$ cat src/rtl/inst_fetch.sv
// Prefetching instruction fetch unit: in-order memory requests, prefetch FIFO, redirect flush.
// Define IFETCH_MISALIGN_CHECK_EN to fault on misaligned redirect targets instead of aligning them.
module inst_fetch #(
  parameter int unsigned      WIDTH    = 32,
  parameter int unsigned      DEPTH    = 4,
  parameter logic [WIDTH-1:0] RESET_PC = 32'h0000_0000
) (
  input  logic             clk,
  input  logic             rst,
  output logic             mem_req,
  output logic [WIDTH-1:0] mem_addr,
  input  logic             mem_gnt,
  input  logic             mem_rvalid,
  input  logic [WIDTH-1:0] mem_rdata,
  output logic [WIDTH-1:0] inst,
  output logic [WIDTH-1:0] inst_pc,
  output logic             inst_valid,
  input  logic             inst_ready,
  input  logic             redirect,
  input  logic [WIDTH-1:0] redirect_pc,
  output logic             fetch_fault
);

  localparam int unsigned AW = $clog2(DEPTH);
  localparam int unsigned CW = $clog2(DEPTH) + 1;
  localparam int unsigned TW = CW + 1;
  localparam logic [CW:0] LIMIT = (CW+1)'(DEPTH);

  logic [WIDTH-1:0] r_fifo_data [DEPTH];
  logic [WIDTH-1:0] r_fifo_pc   [DEPTH];
  logic [AW-1:0]    r_wptr, r_rptr;
  logic [CW-1:0]    r_count, r_outstanding, r_discard;
  logic [TW-1:0]    r_total;
  logic [WIDTH-1:0] r_fetch_pc, r_resp_pc;
  logic             r_fault;

  logic             w_accept, w_stale, w_resp, w_push, w_pop, w_misalign;
  logic [CW:0]      w_occupancy;
  logic [WIDTH-1:0] w_target;

`ifdef IFETCH_MISALIGN_CHECK_EN
  assign w_misalign = (redirect_pc[1:0] != 2'b00);
  assign w_target   = redirect_pc;
`else
  assign w_misalign = 1'b0;
  assign w_target   = {redirect_pc[WIDTH-1:2], 2'b00};
`endif

  assign w_occupancy = {1'b0, r_count} + {1'b0, r_outstanding};
  assign mem_req     = !rst && !redirect && !r_fault && (w_occupancy < LIMIT);
  assign mem_addr    = r_fetch_pc;
  assign w_accept    = mem_req && mem_gnt;

  // Responses to requests issued before the last reset arrive first and are never kept.
  assign w_stale = mem_rvalid && (r_total > {1'b0, r_outstanding});
  assign w_resp  = mem_rvalid && !w_stale;
  assign w_push  = w_resp && (r_discard == '0) && !redirect;
  assign w_pop   = inst_valid && inst_ready && !redirect;

  assign inst_valid  = (r_count != '0);
  assign inst        = inst_valid ? r_fifo_data[r_rptr] : '0;
  assign inst_pc     = inst_valid ? r_fifo_pc[r_rptr]   : '0;
  assign fetch_fault = r_fault;

  always_ff @(posedge clk) begin
    if (w_push) begin
      r_fifo_data[r_wptr] <= mem_rdata;
      r_fifo_pc[r_wptr]   <= r_resp_pc;
    end
  end

  // Total in-flight count deliberately survives reset so pre-reset responses can be recognised.
  always_ff @(posedge clk) begin
    if (w_accept && !mem_rvalid) begin
      r_total <= r_total + TW'(1);
    end else if (!w_accept && mem_rvalid && (r_total != '0)) begin
      r_total <= r_total - TW'(1);
    end
  end

  always_ff @(posedge clk or posedge rst) begin
    if (rst) begin
      r_fetch_pc    <= RESET_PC;
      r_resp_pc     <= RESET_PC;
      r_fault       <= 1'b0;
      r_count       <= '0;
      r_wptr        <= '0;
      r_rptr        <= '0;
      r_outstanding <= '0;
      r_discard     <= '0;
    end else begin
      case ({w_accept, w_resp})
        2'b10:   r_outstanding <= r_outstanding + CW'(1);
        2'b01:   r_outstanding <= r_outstanding - CW'(1);
        default: ;
      endcase
      if (w_accept) begin
        r_fetch_pc <= r_fetch_pc + WIDTH'(4);
      end
      if (redirect) begin
        r_fetch_pc <= w_target;
        r_resp_pc  <= w_target;
        r_fault    <= w_misalign;
        r_count    <= '0;
        r_wptr     <= '0;
        r_rptr     <= '0;
        r_discard  <= r_outstanding - CW'(w_resp);
      end else begin
        if (w_resp && (r_discard != '0)) begin
          r_discard <= r_discard - CW'(1);
        end
        if (w_push) begin
          r_wptr    <= r_wptr + AW'(1);
          r_resp_pc <= r_resp_pc + WIDTH'(4);
        end
        if (w_pop) begin
          r_rptr <= r_rptr + AW'(1);
        end
        case ({w_push, w_pop})
          2'b10:   r_count <= r_count + CW'(1);
          2'b01:   r_count <= r_count - CW'(1);
          default: ;
        endcase
      end
    end
  end

endmodule

$ cat config.mk
export PLATFORM = sky130hd
export DESIGN_NAME = inst_fetch
export DESIGN_NICKNAME = d
export VERILOG_FILES = /design/src/rtl/inst_fetch.sv
export SDC_FILE = /design/constraint.sdc
export NUM_CORES = 1
export LEC_CHECK = 0
export ABC_CLOCK_PERIOD_IN_PS = 3300
export BUFFER_PORTS_ARGS = -buffer_cell sky130_fd_sc_hd__clkbuf_2
export CORE_MARGIN = 2
export CORE_UTILIZATION = 45
export CTS_CLUSTER_SIZE = 20
export DETAILED_ROUTE_END_ITERATION = 8
export PLACE_DENSITY = 0.76
export SLEW_MARGIN = 20
export SYNTH_ARGS = -nofsm -noshare
export SYNTH_HDL_FRONTEND = slang
export SYNTH_SLANG_ARGS = --single-unit
$ cat constraint.sdc
create_clock -name clk -period 3.3 [get_ports clk]
set_input_delay 0.165 -clock clk [delete_from_list [all_inputs] [get_ports clk]]
set_output_delay 0.165 -clock clk [all_outputs]
set_load 0.02 [all_outputs]
==> results.md, run 1 <==
* Net count reported at finish at approximately 1200
* Vertical extent of the die at 180 um
* Chip width at about 180 um
* Portion of the post-synthesis area used by sequential elements at 0.671
* Worst Setup EP: r_count[2]
* First-iteration detailed-routing DRC count at roughly 740
* Number of synthesized flops with an enable pin at ~250
* Core Box Area at a little over 30000 um^2
* Share of power burned in combinational logic at 0.273
* Switching part of the total at 0.310
* Result of the run: complete, no violations
* Number of max-cap violations at 0
* Period utilisation layout at 0.860
* CTS tree: built
* Maximum net fanout on the critical path at 9
* Total of endpoints with negative setup slack in the final report at 0
* Crit start category: register
* Sequential cell fraction of total power at 0.408
* WP depth at 10
* Final estimated routing congestion in global placement at between 0.8 and 0.9
* Number of levels in the clock H-tree at 2
* Register clock-pin slew on the reported worst setup and hold paths at about 0.060 ns
* Detail Placement HPWL at around 18000 um
* Switching power total at roughly 0.0038 W
* Kind of path behind the tightest hold check: input port to register
* Drt total wl at 29900 um
* Proportion of register bits with asynchronous set or reset after synthesis at 0.225
* Clock tree root driver cell: sky130_fd_sc_hd__clkbuf_16
* Die area at about 33000 um^2
* First-pass GRT wire length at approximately 48000 um
* Leakage at around 6.3 nW
* Routed wirelength normalized by instance count at between 15 and 20 um
* Portion of total power attributed to the clock network at 0.320
* Cell variety after synth at 55
* Setup repair after global routing missed its margin: false
* Count of mapped cells out of synthesis at about 900
* Master of the slowest instance on the critical path: sky130_fd_sc_hd__nor2_1
* Crit path top cell by count: sky130_fd_sc_hd__nor3_1
* Number of instances in the placed design at roughly 1400
* Startpoint of the most critical register-to-register path: r_outstanding[2]
* Standard-cell row count at between 60 and 70
* Worst setup EP type: register
* Top Family by Delay on Critical Path: simple AND/OR/NAND/NOR gates
* Period minus WS final at about 2.8 ns
* Synth area leaders: sky130_fd_sc_hd__edfxtp_1, sky130_fd_sc_hd__dfrtp_1, sky130_fd_sc_hd__mux4_2
* Ports placed on the boundary at between 150 and 200
* Number of warning messages in the yosys log at 0
* Netlist area before placement at 14000 um^2
* Proportion of netlist area held by the largest area contributor at 0.540
* Worst setup path start: r_outstanding[2]
* Arrival time reported for the critical path endpoint at roughly 3.3 ns
* Drt first pass iters at 5
* Fmax at 0.352 GHz
* Setup Crit Path Kind: register to register
* Finished Layout Cells at about 1500
* Antenna diode instance count at 0
* Skew-Pair Late Insertion Delay at 0.50 ns
* Post-Route Setup TNS at 0 ns
* Destination of the worst register-to-register timing path: r_count[2]
* Number of global-route vias before repair at approximately 9000
* Slew margin rel. at 0.279
* Filler cell count at between 2000 and 2500
* Total internal power at around 0.0085 W
* Synth-to-Final Area Change at 22.3%
* Residual overflow from global routing at 0
* Worst path required time at between 3 and 4 ns
* Combined area of the multi-input logic cells at approximately 4400 um^2
* Main synth FF type: sky130_fd_sc_hd__edfxtp_1
* Worst Skew at 0.0163 ns
* Number of buffers inserted during clock tree synthesis at 34
* IO buf count at ~160
* Biggest area consumer among synthesized cells: sky130_fd_sc_hd__edfxtp_1
* FF+latch count, synth at 325
* FF/Latch Area at approximately 9400 um^2
* Tot GR Track Use at 0.184
* Peak per-stage delay on the critical path at 0.46 ns
* Effective utilization at floorplan at 0.458
* PD cells at slightly above 700 nW/um^2
* Setup slack of the worst register-to-register path at 0.46 ns
* Cells on worst reg2reg path at 10
* # clock sinks at about 330
* Largest net degree at the start of global routing at 66
* Worst path buffer plus inverter count at 1
* Number of remaining DRC errors at 0
* Fraction of final layout cells with drive strength greater than 1 at 0.278
* Initial antenna violation count at 1
* Via density at approximately 5.6
* Synthesized area per cell at between 15 and 20 um^2
* Worst supply voltage drop on vdd at 536 uV
* Worst-path cell chain: inv_1, ha_1, a21oi_1, a21oi_2, nor2_1, nor3_1, fa_1, a211oi_1, nor3_1, nor3_1
* Post-route antenna net violation count at 0
* DR vias at around 8600
* Worst slew pin tran at roughly 1.1 ns
* Final count of pins violating max slew at 0
* Number of hold violations in the final report at 0
* Worst-case clock buffer depth at 3
-- metrics by stage --
stage	util	area [um^2]	hold WS, ns	setup WS [ns]	total power, W
2_1_floorplan	-	14000	0.264	0.147	0.00728
3_3_place_gp	0.502	15400	0.382	0.436	0.00834
3_5_place_dp	0.502	15400	0.381	0.322	0.00840
4_1_cts	0.560	17100	0.00411	0.310	0.0124
5_1_grt	0.560	17100	0.0173	0.211	0.0129
6_report	0.560	17100	0.0108	0.460	0.0123
-- worst reg2reg max path: cells and delay by family, from the launching register on --
kind	cells	cell delay [ns]
buffers and inverters	1	0.09
AOI/OAI and AO/OA	3	0.66
and+or+nand+nor	4	0.89
adders and majority gates	2	0.74
DFF	1	0.38
-- cell usage in the layout, fill, tap and decap left out, types with 4 or more instances in the layout --
master / netlist / final
sky130_fd_sc_hd__a21o_1: 5 / 5
sky130_fd_sc_hd__a21oi_1: 10 / 9
sky130_fd_sc_hd__a31oi_1: 4 / 4
sky130_fd_sc_hd__and2_1: 67 / 67
sky130_fd_sc_hd__and3_1: 14 / 10
sky130_fd_sc_hd__and3_2: 1 / 5
sky130_fd_sc_hd__buf_12: 0 / 6
sky130_fd_sc_hd__buf_4: 5 / 12
sky130_fd_sc_hd__bufinv_16: 0 / 5
sky130_fd_sc_hd__clkbuf_1: 28 / 4
sky130_fd_sc_hd__clkbuf_16: 0 / 37
sky130_fd_sc_hd__clkbuf_2: 0 / 161
sky130_fd_sc_hd__clkinv_1: 0 / 4
sky130_fd_sc_hd__clkinv_2: 0 / 7
sky130_fd_sc_hd__conb_1: 1 / 5
sky130_fd_sc_hd__dfrtp_1: 73 / 71
sky130_fd_sc_hd__dlygate4sd3_1: 0 / 61
sky130_fd_sc_hd__edfxtp_1: 252 / 252
sky130_fd_sc_hd__ha_1: 18 / 18
sky130_fd_sc_hd__inv_1: 17 / 16
sky130_fd_sc_hd__mux2_2: 7 / 7
sky130_fd_sc_hd__mux2i_1: 4 / 4
sky130_fd_sc_hd__mux4_2: 62 / 62
sky130_fd_sc_hd__nand2_1: 52 / 52
sky130_fd_sc_hd__nand2b_1: 6 / 6
sky130_fd_sc_hd__nand3_1: 35 / 35
sky130_fd_sc_hd__nand4_1: 29 / 29
sky130_fd_sc_hd__nor2_1: 25 / 25
sky130_fd_sc_hd__nor3_1: 16 / 16
sky130_fd_sc_hd__nor4_1: 5 / 5
sky130_fd_sc_hd__nor4_4: 4 / 4
sky130_fd_sc_hd__o211ai_1: 12 / 12
sky130_fd_sc_hd__o21a_1: 6 / 6
sky130_fd_sc_hd__o21ai_0: 33 / 33
sky130_fd_sc_hd__o311ai_0: 9 / 9
sky130_fd_sc_hd__xnor2_1: 18 / 18
sky130_fd_sc_hd__xor2_1: 23 / 23
-- power groups by stage --
stage	Combinational, W	Sequential [W]	Clock, W
3_3_place_gp	0.00327	0.00507	0
3_5_place_dp	0.00331	0.00508	0
5_1_grt	0.00365	0.00505	0.00416
4_1_cts	0.00339	0.00500	0.00401
2_1_floorplan	0.00230	0.00498	0
6_report	0.00335	0.00500	0.00392
-- state kept, by name (all words and copies together) (netlist names) --
signal and cells:
r_count 3, r_discard 3, r_resp_pc 30, mem_addr 30, r_rptr 2, r_total 4
r_fifo_data 128, r_wptr 2, r_outstanding 3, r_fifo_pc 120
-- synth_stat cells, drive strengths merged, types with 9 or more instances --
cell    count
a21oi      10
and2       67
and3       15
buf        16
clkbuf     28
dfrtp      73
edfxtp    252
ha         18
inv        17
mux4       62
nand2      52
nand3      37
nand4      30
nor2       25
nor3       17
nor4        9
o211ai     12
o21ai      33
o311ai      9
xnor2      18
xor2       23
-- worst min path at each step --
stage / start / endpoint / cells after the start
final: redirect_pc[19] / mem_addr[19] / 3
after global routing: redirect_pc[7] / r_resp_pc[7] / 3
after CTS: redirect_pc[19] / mem_addr[19] / 3
after detailed placement: rst / mem_addr[2] / 3
after global placement: rst / mem_addr[2] / 3
after floorplan: mem_rdata[0] / r_fifo_data[0][0] / 0
-- per-layer routing --
metal | vias to the layer above | wire length, um | share of wire | global-route usage
li1 | 3925 | - | - | -
met1 | 4278 | 13200 | 0.44 | 0.259
met2 | 350 | 14100 | 0.47 | 0.296
met3 | 53 | 1920 | 0.064 | 0.0323
met4 | 0 | 712 | 0.024 | 0.0561
met5 | - | 0 | 0 | 0
-- cell type report --
type                            count  share of cell area
Timing Repair Buffer              240              0.0950
Inverter                           17             0.00394
Clock buffer                       41              0.0549
Sequential cell                   325               0.549
Tap cell                          396              0.0289
Clock inverter                     18              0.0129
Multi-Input combinational cell    509               0.256
-- kinds of logic after synthesis --
group	after synthesis	synth area share
flip-flops	325	0.671
adder cells (fa/ha/maj)	21	0.0204
AO/OA/AOI/OAI	94	0.0438
XOR/XNOR	41	0.0256
buffers and inverters	61	0.0185
multiplexers	73	0.108
other	1	0.000268
AND/OR/NAND/NOR	275	0.113
-- what timing repair did --
item,CTS,global route
endpoints found under the setup margin,0,1
gates resized for setup,0,1
buffers inserted,0,0
hold buffers,61,0
endpoints found under the hold margin,213,0
Power figures use the tool's default switching activity.
==> run 2: changes to the inputs <==
--- a/config.mk
+++ b/config.mk
@@ -12,6 +12,7 @@
 export CTS_CLUSTER_SIZE = 20
 export DETAILED_ROUTE_END_ITERATION = 8
 export PLACE_DENSITY = 0.76
+export RECOVER_POWER = 25
 export SLEW_MARGIN = 20
 export SYNTH_ARGS = -nofsm -noshare
 export SYNTH_HDL_FRONTEND = slang
==> constraint.sdc (replaced) <==
create_clock -name clk -period 3.3 [get_ports clk]
set_input_delay 0.495 -clock clk [delete_from_list [all_inputs] [get_ports clk]]
set_output_delay 0.495 -clock clk [all_outputs]
set_load 0.02 [all_outputs]
==> results.md, run 2 (synthesis results as in run 1) <==
* Number of max-cap violations at 1 (was 0)
* Chip width at 180 um (unchanged)
* Core Box Area at 30600 um^2 (unchanged)
* Sequential cell fraction of total power at 0.413 (was 0.408)
* Number of hold violations in the final report at 0 (unchanged)
* Min-Delay Path Depth at 2 (was 3)
* Utilization after layout at 0.540 (was 0.560)
* CTS tree: built (unchanged)
* Number of buffers inserted during clock tree synthesis at 34 (unchanged)
* Number of remaining DRC errors at 0 (unchanged)
* Total power draw at 0.0121 W (was 0.0123 W)
* Worst setup path start: r_rptr[0] (was r_outstanding[2])
* Combined area of the multi-input logic cells at 4380 um^2 (about the same)
* Final count of pins violating max slew at 29 (was 0)
* Worst supply voltage drop on vdd at 399 uV (was 536 uV)
* Largest net degree at the start of global routing at 67 (was 66)
* Leakage at 5.93 nW (was 6.28 nW)
* Filler cell count at 2497 (was 2420)
* Portion of total power attributed to the clock network at 0.313 (was 0.320)
* Post-cts resize count at 0 (unchanged)
* Residual overflow from global routing at 0 (unchanged)
* Destination of the worst register-to-register timing path: r_outstanding[2] (was r_count[2])
* Worst Skew at 0.0156 ns (was 0.0163 ns)
* Skew-Pair Late Insertion Delay at 0.51 ns (was 0.50 ns)
* Worst-case hold path end point: mem_addr[24] (was mem_addr[19])
* Standard-cell row count at 64 (unchanged)
* Final estimated routing congestion in global placement at 0.871 (was 0.869)
* Result of the run: finished, violations left (was complete, no violations)
* Antenna diode instance count at 0 (unchanged)
* Synth-to-Final Area Change at 17.9% (was 22.3%)
* Final design instance area without fill at 16500 um^2 (was 17100 um^2)
* IO buf count at 161 (unchanged)
* Vertical extent of the die at 180 um (unchanged)
* Kind of path behind the tightest hold check: input port to register (unchanged)
* DR vias at 8453 (was 8606)
* First-iteration detailed-routing DRC count at 574 (was 739)
* Finished Layout Cells at 1492 (was 1546)
* Violated checks: capacitance limit, slew limit
* Worst path required time at 2.80 ns (was 3.71 ns)
* Worst setup EP type: output port (was register)
* Detail Placement HPWL at 19100 um (was 18400 um)
* Period minus WS final at 2.89 ns (was 2.84 ns)
* Startpoint of the most critical register-to-register path: r_count[2] (was r_outstanding[2])
* Total internal power at 0.00830 W (was 0.00846 W)
* Setup slack of the worst register-to-register path at 0.48 ns (was 0.46 ns)
* Drt total wl at 29600 um (was 29900 um)
* FF/Latch Area at 9400 um^2 (unchanged)
* Tot GR Track Use at 0.182 (was 0.184)
* Drt first pass iters at 6 (was 5)
* Clock tree root driver cell: sky130_fd_sc_hd__clkbuf_16 (unchanged)
* # clock sinks at 325 (unchanged)
* Setup repair after global routing missed its margin: false (unchanged)
* Launch instance of the worst min-delay path: redirect_pc[24] (was redirect_pc[19])
* Cells on worst reg2reg path at 11 (was 10)
* Total of endpoints with negative setup slack in the final report at 0 (unchanged)
* Switching power total at 0.00378 W (was 0.00380 W)
* Post-route antenna net violation count at 0 (unchanged)
* Effective utilization at floorplan at 0.458 (unchanged)
* Share of power burned in combinational logic at 0.274 (was 0.273)
* Post-CTS repair timing setup buffer count at 0 (unchanged)
* Via density at 5.67 (was 5.57)
* Number of levels in the clock H-tree at 2 (unchanged)
* Die area at 32600 um^2 (unchanged)
* Register clock-pin slew on the reported worst setup and hold paths at 0.06 ns (about the same)
* Period utilisation layout at 0.877 (was 0.860)
* Hold bufs inserted after CTS at 0 (was 61)
* Routed wirelength normalized by instance count at 19.8 um (was 19.3 um)
* Net count reported at finish at 1161 (was 1218)
* Arrival time reported for the critical path endpoint at 2.40 ns (was 3.25 ns)
* Switching part of the total at 0.313 (was 0.310)
* Ports placed on the boundary at 169 (unchanged)
* Number of global-route vias before repair at 8617 (was 8768)
* Setup Crit Path Kind: register to output port (was register to register)
* Worst slew pin tran at 1.58 ns (was 1.08 ns)
* Crit start category: register (unchanged)
* Post-DP Area at 15400 um^2 (about the same)
* Worst-case clock buffer depth at 3 (unchanged)
* Most used cells in the layout excluding fill and tap cells: sky130_fd_sc_hd__edfxtp_1, sky130_fd_sc_hd__clkbuf_2, sky130_fd_sc_hd__dfrtp_1, sky130_fd_sc_hd__and2_1, sky130_fd_sc_hd__mux4_2 (unchanged)
* Fmax at 0.346 GHz (was 0.352 GHz)
* First-pass GRT wire length at 47100 um (was 47700 um)
* Register bank with the most flops: r_fifo_data (unchanged)
* Number of instances in the placed design at 1430 (was 1426)
* PD cells at 732 nW/um^2 (was 716 nW/um^2)
* Most common library cell in the layout ignoring fill and taps: sky130_fd_sc_hd__edfxtp_1 (unchanged)
* Registers with the most flip-flops: r_fifo_data x128, r_fifo_pc x120 (unchanged)
* Fraction of final layout cells with drive strength greater than 1 at 0.265 (was 0.278)
* Max reg flops at 128 (unchanged)
* Slew margin rel. at -0.0537 (was 0.279)
* Maximum net fanout on the critical path at 23 (was 9)
* Initial antenna violation count at 0 (was 1)
-- run 2: power groups by stage --
stage,sequential [W],clock (W),combinational (W)
finish,0.00499,0.00378,0.00331
global route,0.00504,0.00404,0.00362
CTS,0.00499,0.00387,0.00337
detailed placement,0.00507,0,0.00336
global placement,0.00505,0,0.00331
floorplan,0.00498,0,0.00230
-- run 2: how the worst max path moves through the flow --
stage / to / cells after the start
3_3_place_gp: r_outstanding[2] / 11
5_1_grt: mem_req / 5
4_1_cts: inst[1] / 3
2_1_floorplan: r_total[3] / 9
3_5_place_dp: r_outstanding[2] / 11
6_report: inst[23] / 4
-- run 2: critical path: stages, from the launching register on --
cell and delay (ns):
sky130_fd_sc_hd__dfrtp_4 0.72, sky130_fd_sc_hd__buf_12 0.28, sky130_fd_sc_hd__mux4_2 0.53, sky130_fd_sc_hd__and2_1 0.19, sky130_fd_sc_hd__clkbuf_2 0.16
-- run 2: stage by stage --
stage	hold WS, ns	TNS, ns	worst slack (ns)
finish	0.229	0	0.406
floorplan	0.476	-0.143	-0.143
CTS	0.133	0	0.249
global route	0.227	0	0.157
global placement	0.495	0	0.553
detailed placement	0.514	0	0.547
-- run 2: layout make-up --
cell class	count	share of cell area
inverters	17	0.00409
well taps	396	0.0300
clock inverters	16	0.0121
flip-flops and latches	325	0.569
multi-input cells	509	0.265
repair buffers	183	0.0637
clock buffers	46	0.0555
-- run 2: metal layers --
metal  up-vias  track usage  share of wire
li1       3812            -              -
met1      4240        0.259           0.43
met2       351        0.294           0.47
met3        50       0.0333          0.074
met4         0       0.0465          0.020
met5         -            0              0
==> run 3: changes to the inputs <==
==> constraint.sdc (replaced) <==
create_clock -name clk -period 3.3 [get_ports clk]
set_input_delay 0.495 -clock clk [delete_from_list [all_inputs] [get_ports clk]]
set_output_delay 0.495 -clock clk [all_outputs]
set_load 0.1 [all_outputs]
==> results.md, run 3 (synthesis results as in run 1) <==
* Total of endpoints with negative setup slack in the final report at 0 (unchanged)
* Period minus WS final at 3.08 ns (was 2.89 ns)
* Top Family by Delay on Critical Path: flip-flops (unchanged)
* Worst-case clock buffer depth at 3 (unchanged)
* Worst setup EP type: output port (unchanged)
* Setup slack of the worst register-to-register path at 0.52 ns (was 0.48 ns)
* Number of levels in the clock H-tree at 2 (unchanged)
* Number of hold violations in the final report at 0 (unchanged)
* Drt total wl at 29400 um (was 29600 um)
* Number of instances in the placed design at 1429 (was 1430)
* Chip width at 180 um (unchanged)
* Worst setup path start: r_rptr[0] (unchanged)
* Period utilisation layout at 0.934 (was 0.877)
* Post-DP Area at 15400 um^2 (about the same)
* Fmax at 0.325 GHz (was 0.346 GHz)
* Register clock-pin slew on the reported worst setup and hold paths at 0.06 ns (about the same)
* Number of remaining DRC errors at 0 (unchanged)
* Setup Crit Path Kind: register to output port (unchanged)
* Destination of the worst register-to-register timing path: r_total[3] (was r_outstanding[2])
* Worst path buffer plus inverter count at 2 (unchanged)
* Die area at 32600 um^2 (unchanged)
* Arrival time reported for the critical path endpoint at 2.59 ns (was 2.40 ns)
* Number of buffers inserted during clock tree synthesis at 36 (was 34)
* # clock sinks at 325 (unchanged)
* Drt first pass iters at 5 (was 6)
* Skew-Pair Late Insertion Delay at 0.52 ns (was 0.51 ns)
* Filler cell count at 2453 (was 2497)
* Synth-to-Final Area Change at 18.8% (was 17.9%)
* First-iteration detailed-routing DRC count at 660 (was 574)
* IO buf count at 161 (unchanged)
* Max reg flops at 128 (unchanged)
* Number of max-cap violations at 0 (was 1)
* Post-Route Setup TNS at 0 ns (unchanged)
* Residual overflow from global routing at 0 (unchanged)
* Master of the slowest instance on the critical path: sky130_fd_sc_hd__dfrtp_4 (unchanged)
* Startpoint of the most critical register-to-register path: r_count[2] (unchanged)
* Maximum net fanout on the critical path at 23 (unchanged)
* Registers with the most flip-flops: r_fifo_data x128, r_fifo_pc x120 (unchanged)
* Kind of path behind the tightest hold check: input port to register (unchanged)
* Peak per-stage delay on the critical path at 0.63 ns (was 0.72 ns)
* Worst path required time at 2.80 ns (about the same)
* CTS tree: built (unchanged)
* Final design instance area without fill at 16600 um^2 (was 16500 um^2)
* Register bank with the most flops: r_fifo_data (unchanged)
* Largest net degree at the start of global routing at 75 (was 67)
* Hold bufs inserted after CTS at 0 (unchanged)
* Most common library cell in the layout ignoring fill and taps: sky130_fd_sc_hd__edfxtp_1 (unchanged)
* Worst Setup EP: inst_pc[19] (was inst[23])
* Most used cells in the layout excluding fill and tap cells: sky130_fd_sc_hd__edfxtp_1, sky130_fd_sc_hd__clkbuf_2, sky130_fd_sc_hd__dfrtp_1, sky130_fd_sc_hd__and2_1, sky130_fd_sc_hd__mux4_2 (unchanged)
* Initial antenna violation count at 0 (unchanged)
* Ports placed on the boundary at 169 (unchanged)
* Setup repair after global routing missed its margin: false (unchanged)
* Core Box Area at 30600 um^2 (unchanged)
* Clock tree root driver cell: sky130_fd_sc_hd__clkbuf_16 (unchanged)
* PD cells at 916 nW/um^2 (was 732 nW/um^2)
* Worst Skew at 0.0309 ns (was 0.0156 ns)
* Number of global-route vias before repair at 8349 (was 8617)
* Final count of pins violating max slew at 0 (was 29)
* Post-CTS repair timing setup buffer count at 0 (unchanged)
* Post-route antenna net violation count at 0 (unchanged)
* Slew margin rel. at 0.357 (was -0.0537)
* Effective utilization at floorplan at 0.458 (unchanged)
* Post-cts resize count at 0 (unchanged)
* Tot GR Track Use at 0.180 (was 0.182)
* Worst-path cell chain: buf_12, mux4_2, and2_1, clkbuf_2 (unchanged)
* First-pass GRT wire length at 46500 um (was 47100 um)
* Worst supply voltage drop on vdd at 605 uV (was 399 uV)
* Net count reported at finish at 1162 (was 1161)
* Final estimated routing congestion in global placement at 0.897 (was 0.871)
* Fraction of final layout cells with drive strength greater than 1 at 0.271 (was 0.265)
* Finished Layout Cells at 1495 (was 1492)
* Result of the run: complete, no violations (was finished, violations left)
* WP depth at 4 (unchanged)
* Detail Placement HPWL at 18600 um (was 19100 um)
* Routed wirelength normalized by instance count at 19.7 um (was 19.8 um)
* Vertical extent of the die at 180 um (unchanged)
* Crit start category: register (unchanged)
* DR vias at 8458 (was 8453)
* Leakage at 5.99 nW (was 5.93 nW)
* Worst slew pin tran at 0.965 ns (was 1.58 ns)
* Standard-cell row count at 64 (unchanged)
* Via density at 5.66 (was 5.67)
* Cells on worst reg2reg path at 9 (was 11)
==> run 3: cell types whose count changed in the layout (fill, tap and decap cells not counted), moves of 2 or more <==
cell                         previous run  this run
sky130_fd_sc_hd__clkbuf_1              44        39
sky130_fd_sc_hd__clkbuf_16             34        37
sky130_fd_sc_hd__buf_4                 11        14
sky130_fd_sc_hd__buf_12                10         8
sky130_fd_sc_hd__clkinvlp_4             1         6
sky130_fd_sc_hd__bufinv_16              4         7
sky130_fd_sc_hd__clkinv_2               6         3
==> run 3: area by class of cell <==
cell class	instances	area, um^2	area share
Antenna cell	1	2.50	0.000150
Timing Repair Buffer	182	1030	0.0617
Multi-Input combinational cell	509	4380	0.263
Inverter	17	67.6	0.00406
Clock buffer	45	966	0.0581
Clock inverter	20	302	0.0181
Tap cell	396	495	0.0298
Sequential cell	325	9400	0.565
==> run 3: worst register-to-register path: cells and delay by family, from the launching register on <==
kind                       cells  cell delay [ns]
AOI/OAI and AO/OA              2             0.35
DFF                            1             0.42
and+or+nand+nor                3             0.86
xor gates and xnor gates       2             0.29
adders and majority gates      2             0.61
==> run 3: worst min-delay path by stage <==
stage	startpoint	end	slack (ns)	depth (start not counted)
floorplan	r_resp_pc[29]	r_fifo_pc[0][29]	0.48	0
global placement	r_resp_pc[30]	r_fifo_pc[1][30]	0.50	0
detailed placement	r_resp_pc[30]	r_fifo_pc[1][30]	0.52	0
CTS	mem_rdata[1]	r_fifo_data[1][1]	0.17	1
global route	redirect_pc[4]	mem_addr[4]	0.22	3
finish	mem_rdata[1]	r_fifo_data[1][1]	0.23	1
==> run 3: through the flow <==
step / util / setup slack, ns / hold slack (ns) / power (W)
3_5_place_dp: 0.504 / 0.539 / 0.520 / 0.0111
4_1_cts: 0.545 / 0.138 / 0.171 / 0.0154
5_1_grt: 0.544 / 0.0632 / 0.221 / 0.0159
6_report: 0.544 / 0.219 / 0.234 / 0.0152
2_1_floorplan: - / -0.143 / 0.476 / 0.0100
3_3_place_gp: 0.504 / 0.605 / 0.503 / 0.0111
==> run 3: power breakdown <==
group | switching [W] | leakage, nW | internal, W
logic | 0.00468 | 2.23 | 0.00134
registers | 0.000301 | 3.15 | 0.00467
clock network | 0.00160 | 0.602 | 0.00264
==> run 3: routing by layer <==
layer,GRT usage,up-vias,wire length [um]
met4,0.0503,0,610
met1,0.261,4264,13300
li1,-,3798,-
met2,0.277,351,13500
met3,0.0396,45,2060
met5,0,-,0
